## src/rtl/fft_band_energy.sv

```systemverilog
// fft_band_energy: approximate-magnitude band energy accumulator for the streamed 1024-pt FFT spectrum.
// Double-buffered band banks, serial peak scan and a registered band read port.
module fft_band_energy #(
  parameter int N_LOG2    = 10,
  parameter int DATA_W    = 16,
  parameter int BAND_LOG2 = 4,
  parameter int ACC_W     = 24
) (
  input  logic                 clk,
  input  logic                 rst_n,
  input  logic                 dv,
  input  logic [N_LOG2-1:0]    xk_index,
  input  logic [DATA_W-1:0]    xk_re,
  input  logic [DATA_W-1:0]    xk_im,
  input  logic [BAND_LOG2-1:0] band_sel,
  output logic [ACC_W-1:0]     band_mag,
  output logic                 frame_valid,
  output logic [7:0]           frame_count,
  output logic [BAND_LOG2-1:0] peak_band,
  output logic [ACC_W-1:0]     peak_mag,
  output logic                 overrun
);

  localparam int NB = 1 << BAND_LOG2;
  localparam logic [N_LOG2-1:0] IDX_LAST = '1;

  typedef enum logic [1:0] {IDLE, ACCUM, PUBLISH, SCAN} state_t;

  // Asynchronous assert, synchronised deassert.
  logic [1:0] rst_pipe;
  logic       rst_sync_n;

  always_ff @(posedge clk or negedge rst_n) begin
    if (!rst_n) rst_pipe <= '0;
    else        rst_pipe <= {rst_pipe[0], 1'b1};
  end

  assign rst_sync_n = rst_pipe[1];

  // in_frame tracks frame membership independently of the FSM, so bins of the
  // next frame arriving during PUBLISH/SCAN are still collected.
  logic start, last, restart, end_evt, accept, in_frame;

  assign start   = dv && (xk_index == '0);
  assign last    = dv && (xk_index == IDX_LAST);
  assign restart = start && in_frame;
  assign end_evt = last && in_frame;
  assign accept  = dv && (in_frame || start) && !xk_index[N_LOG2-1];

  function automatic logic [DATA_W-1:0] abs_val(input logic [DATA_W-1:0] v);
    return v[DATA_W-1] ? -v : v;
  endfunction

  logic                 s1_valid, s2_valid;
  logic [BAND_LOG2-1:0] s1_band, s2_band;
  logic [DATA_W-1:0]    s1_re, s1_im;
  logic [DATA_W:0]      s2_mag;
  logic [DATA_W-1:0]    mag_max, mag_min, mag_half;

  always_comb begin
    mag_max  = (s1_re >= s1_im) ? s1_re : s1_im;
    mag_min  = (s1_re >= s1_im) ? s1_im : s1_re;
    mag_half = mag_min >> 1;
  end

  always_ff @(posedge clk or negedge rst_sync_n) begin
    if (!rst_sync_n) begin
      in_frame <= 1'b0;
      s1_valid <= 1'b0;
      s1_band  <= '0;
      s1_re    <= '0;
      s1_im    <= '0;
      s2_valid <= 1'b0;
      s2_band  <= '0;
      s2_mag   <= '0;
    end else begin
      if (start)        in_frame <= 1'b1;
      else if (end_evt) in_frame <= 1'b0;
      s1_valid <= accept;
      s1_band  <= xk_index[N_LOG2-2 -: BAND_LOG2];
      s1_re    <= abs_val(xk_re);
      s1_im    <= abs_val(xk_im);
      // A restart discards the aborted frame's bin still in flight.
      s2_valid <= s1_valid && !restart;
      s2_band  <= s1_band;
      s2_mag   <= {1'b0, mag_max} + {1'b0, mag_half};
    end
  end

  logic [ACC_W-1:0] work [NB];
  logic [ACC_W-1:0] pub  [NB];
  logic [ACC_W:0]   sum_ext;
  logic [ACC_W-1:0] sum_sat;

  always_comb begin
    sum_ext = {1'b0, work[s2_band]} + {{(ACC_W-DATA_W){1'b0}}, s2_mag};
    sum_sat = sum_ext[ACC_W] ? '1 : sum_ext[ACC_W-1:0];
  end

  state_t               state;
  logic [1:0]           drain;
  logic [BAND_LOG2-1:0] scan_idx, best_idx;
  logic [ACC_W-1:0]     best_mag;
  logic                 scan_gt;

  assign scan_gt = pub[scan_idx] > best_mag;

  always_ff @(posedge clk or negedge rst_sync_n) begin
    if (!rst_sync_n) begin
      state       <= IDLE;
      drain       <= '0;
      scan_idx    <= '0;
      best_idx    <= '0;
      best_mag    <= '0;
      band_mag    <= '0;
      frame_valid <= 1'b0;
      frame_count <= '0;
      peak_band   <= '0;
      peak_mag    <= '0;
      overrun     <= 1'b0;
      for (int unsigned i = 0; i < NB; i++) begin
        work[i] <= '0;
        pub[i]  <= '0;
      end
    end else begin
      frame_valid <= 1'b0;
      band_mag    <= pub[band_sel];
      drain       <= {drain[0], end_evt};
      if (restart) overrun <= 1'b1;

      // A next-frame bin reaching S3 during PUBLISH lands in the freshly cleared bank.
      if (state == PUBLISH) begin
        for (int unsigned i = 0; i < NB; i++) begin
          pub[i]  <= work[i];
          work[i] <= '0;
        end
        if (s2_valid) work[s2_band] <= {{(ACC_W-DATA_W-1){1'b0}}, s2_mag};
      end else if (restart) begin
        for (int unsigned i = 0; i < NB; i++) work[i] <= '0;
      end else if (s2_valid) begin
        work[s2_band] <= sum_sat;
      end

      case (state)
        IDLE: begin
          if (start || in_frame) state <= ACCUM;
        end
        ACCUM: begin
          if (drain[1]) state <= PUBLISH;
        end
        PUBLISH: begin
          state    <= SCAN;
          scan_idx <= '0;
          best_idx <= '0;
          best_mag <= '0;
        end
        SCAN: begin
          if (scan_gt) begin
            best_idx <= scan_idx;
            best_mag <= pub[scan_idx];
          end
          scan_idx <= scan_idx + BAND_LOG2'(1);
          if (scan_idx == '1) begin
            state       <= IDLE;
            peak_band   <= scan_gt ? scan_idx : best_idx;
            peak_mag    <= scan_gt ? pub[scan_idx] : best_mag;
            frame_valid <= 1'b1;
            frame_count <= frame_count + 8'd1;
          end
        end
        default: state <= IDLE;
      endcase
    end
  end

endmodule

```

## config.mk

```make
export PLATFORM = sky130hd
export DESIGN_NAME = fft_band_energy
export DESIGN_NICKNAME = d
export VERILOG_FILES = /design/src/rtl/fft_band_energy.sv
export SDC_FILE = /design/constraint.sdc
export NUM_CORES = 2
export LEC_CHECK = 0
export CORE_UTILIZATION = 25
export CTS_BUF_LIST = sky130_fd_sc_hd__clkbuf_2 sky130_fd_sc_hd__clkbuf_4 sky130_fd_sc_hd__clkbuf_8
export DETAILED_ROUTE_END_ITERATION = 16
export PLACE_DENSITY = 0.44
export SKIP_CTS_REPAIR_TIMING = 1
export SLEW_MARGIN = 20
export SYNTH_ARGS = -nofsm -noshare
export SYNTH_HDL_FRONTEND = slang
export SYNTH_SLANG_ARGS = --single-unit
```

## constraint.sdc

```tcl
create_clock -name clk -period 39.4 [get_ports clk]
set_input_delay 7.88 -clock clk [delete_from_list [all_inputs] [get_ports clk]]
set_output_delay 7.88 -clock clk [all_outputs]
set_load 0.02 [all_outputs]
```

==> impl_summary.md <==
Run status
The flow ran to the end, and the final reports show no timing, DRC or antenna violations.

Die
The I/O pin count is 111. The die covers 197,000 µm². The die outline height is 444 µm.

The core area is 193,000 µm². After floorplanning, the core was divided into 161 placement rows. The die is 444 µm wide. The initial core utilization is 25.3%.

Routing
In the routed design, unresolved DRC markers number 0. The violation count after the first detailed-routing iteration is 3,269. The detail route stage leaves a number of antenna-violating nets equal to 0. For this run, the detailed router's first-pass iteration total came to 5.

The average wire per cell in the routed design is 27.7 µm. The detailed router placed 35.2k vias in this run. Dividing the detail-routed via count by the number of cells gives 5.40. The aggregate routed wire length is 181,000 µm.

Place
At the placement stage, the worst setup path has a slack of 27.23 ns. The instance area at placement is 52,600 µm². Including well taps, the total number of placed cells is 6,208. The wire-length estimate of the detail-placed layout is 114,000 µm. The final estimated routing congestion in global placement is 0.809. The port buffer count is 110.

Clock tree
The TritonCTS clock tree is yes. The clock buffer count from CTS is 173. Clock tree synthesis found a total of 928 sinks. At the later pin of the worst-skew pair, clock insertion delay measures 0.96 ns. The number of H-tree levels is 4. The tree is rooted in a clkbuf_8. After clock tree synthesis, the clock-pin slew on the worst setup and hold paths is 0.06 ns. The clock passes through at most 3 buffers.

Global route
The total overflow left after global routing is 0. The wire length of the first global-routing pass is 265,000 µm. Global routing consumed, over all layers together, 18.3% of the routing resources.

The via count of the first global-routing pass was 35.9k. Entering global routing, the biggest net connects 161 pins. The number of antenna violations at the first check in global routing is 5.

Timing
On the final layout, the worst hold slack is 0.334 ns. On the final layout, the worst clock skew is 0.0526 ns. The final hold violation count is 0. The worst path meets setup with 28.49 ns of slack. The number of setup violations in the final report is 0.

Adding up every negative setup slack in the final design gives 0 ns. The upper clock frequency limit is 91.7 MHz. For the pin with the worst max-slew slack, the measured transition is 1.21 ns.

The count of final max-slew check failures is 0. In the finished design, the share of the clock period the worst path needs comes to 27.7%. Setup repair after global routing left no endpoint under its margin. Headroom to the max-slew limit came out at 19.3%.

The shortest clock period the worst path allows after layout is 10.91 ns.

Setup path
The startpoint kind of the worst setup timing path is an input port. In this run the worst path has a maximum fanout of 107. The worst endpoint required time is 40.26 ns. STA classifies the critical path endpoint as a flop. The startpoint of the worst-slack reg-to-reg timing path is scan_idx[1]. For the worst flop-to-flop path, the logic depth is 13. Across all register-to-register paths, the minimum setup slack is 32.72 ns. At the worst endpoint, the arrival time is 11.77 ns.

The start-to-end type of the worst setup path is in -> reg. The worst register-to-register path ends at best_idx[2].

Synth
The synthesized netlist contains 77 unique library cells. The post-synthesis async set-or-reset flop share is 100%. The sequential fraction of the synthesis area is 47.6%. The post-synthesis cell count is 3,842. The synthesized design contains 0 enable-type register cells. The net count after synthesis is 3,974. The synthesized area is 48,800 µm².

During synthesis, Yosys emitted a total of 0 warnings. The flip-flop and latch count after synthesis is 928. Averaged over all synthesized cells, the footprint is 12.7 µm².

For this run, the leading register cell type out of synthesis is dfrtp_1.

Cells and area
The final layout contains 3,990 nets. The share of final-layout standard cells stronger than drive strength 1 is 31.8%. From synthesis to final layout, the design area changed by 15.1%.

For this run, the share of the core covered by cells in the final layout is 29.1%. The final instance area is 56,200 µm². Leaving out filler cells and counting taps, the final layout contains 6,515.

Power and ir drop
The sum of internal, switching and leakage power is 2.68 mW. The worst-case IR drop observed on VDD is 52.8 µV. In this run, the clock network consumes 36.9% of the power.

In this run the power spent charging and discharging nets is 943 µW. The combinational fraction of design power is 24.4%. Summed over all cells, the static leakage comes to 23.6 nW.

The switching power as a share of total power is 35.2%. The part of the total power dissipated in sequential elements is 38.7%. Cell internal power was estimated by the tool at 1.74 mW. Power spread over the standard cell area amounts to 47.8 nW/µm².

Min path
The hold path startpoint is drain[0]. The path with the worst hold slack has its endpoint at drain[1]. The worst hold path depth is 0. In this run the worst hold path is classified as reg -> reg.

Flow run
The number of maximum-capacitance constraint violations is 0.
## cells in the final DEF (no fill, tap or decap), types with 88 or more instances in the layout
| cell type | n |
|---|---|
| dfrtp_1 | 918 |
| mux2_2 | 441 |
| mux4_2 | 356 |
| o21ai_0 | 337 |
| nand2_1 | 270 |
| a32oi_1 | 219 |
| clkbuf_8 | 210 |
| a21oi_1 | 115 |
| clkdlybuf4s50_1 | 106 |
| buf_4 | 88 |
## kinds of logic after synthesis
| group | after synthesis | synth area share, % |
|---|---|---|
| adders and majority gates | 83 | 2.16 |
| muxes | 801 | 26.7 |
| AOI/OAI and AO/OA | 913 | 12.6 |
| and+or+nand+nor | 630 | 6.25 |
| other | 1 | 0.00769 |
| xor gates and xnor gates | 62 | 1.11 |
| buffers and inverters | 424 | 3.49 |
| DFF | 928 | 47.6 |
## cell usage after synthesis, types with 16 or more instances
cell      number  share of area [%]
nor2_1        80               0.62
a311o_1       27               0.55
o32ai_1       16               0.29
xnor2_1       46               0.83
xor2_1        16               0.29
o211ai_1      30               0.46
and4_1        21               0.38
inv_1         58               0.45
nand2_1      277                2.1
nor3_1        67               0.69
o31ai_1       32               0.49
clkbuf_1     287                2.2
ha_1          81                2.1
a21oi_1      116                1.2
buf_1         47               0.36
dfrtp_1      928                 48
o21ai_0      338                3.5
and3_1        54               0.69
o22ai_1       17               0.22
nand3_1       53               0.54
mux2_2       441                 10
a32oi_1      219                3.9
a21o_1        24               0.37
a32o_1        16               0.33
mux4_2       356                 16
## critical path, stage by stage
cell	delay (ns)
clkdlybuf4s50_1	0.53
nor4b_1	0.07
nand2_1	0.08
nor4_2	0.08
a21oi_4	0.84
buf_4	0.75
buf_6	0.69
nand2_1	0.40
o21ai_0	0.28
## metal layers
metal	vias up	track usage, %	wire (µm)
met1	18700	25.5	81000
met3	285	3.35	11100
met5	-	0	13
met2	1211	28.5	83600
met4	2	5.83	4990
li1	14900	-	-
## flip-flops by register name, summed over array words and instances (netlist names)
register / count
best_idx: 4
s1_valid: 1
s2_valid: 1
s1_band: 4
peak_band: 4
s1_im: 16
drain: 2
frame_count: 8
state: 2
peak_mag: 24
overrun: 1
band_mag: 24
scan_idx: 4
in_frame: 1
frame_valid: 1
s2_band: 4
best_mag: 24
s2_mag: 17
rst_pipe: 2
s1_re: 16
pub: 384
work: 384
## power by group through the flow
stage / clock [mW] / combinational [mW] / sequential (mW)
detailed placement: 0 / 0.658 / 1.05
CTS: 1.02 / 0.660 / 1.04
global route: 1.06 / 0.704 / 1.04
floorplan: 0 / 0.469 / 1.02
global placement: 0 / 0.658 / 1.05
finish: 0.990 / 0.655 / 1.04
## worst max-delay path by stage
| stage | start | to | slack, ns | cells past startpoint |
|---|---|---|---|---|
| finish | xk_index[6] | work[313] | 28.49 | 9 |
| global route | xk_index[6] | work[312] | 28.25 | 9 |
| detailed placement | xk_index[6] | work[226] | 27.23 | 9 |
| floorplan | rst_pipe[1] | band_mag[0] | 11.62 | 0 |
| global placement | xk_index[6] | work[226] | 27.33 | 9 |
| CTS | xk_index[6] | work[250] | 28.27 | 9 |
## final cells by class
class	instances	area, µm²
clock buffers	268	3330
clock inverters	28	240
diodes	10	25.0
multi-input cells	2490	24100
flip-flops and latches	928	23200
inverters	60	225
fillers	19700	137000
well taps	2526	3160
repair buffers	205	1890
(Power assumes the default switching activity.)
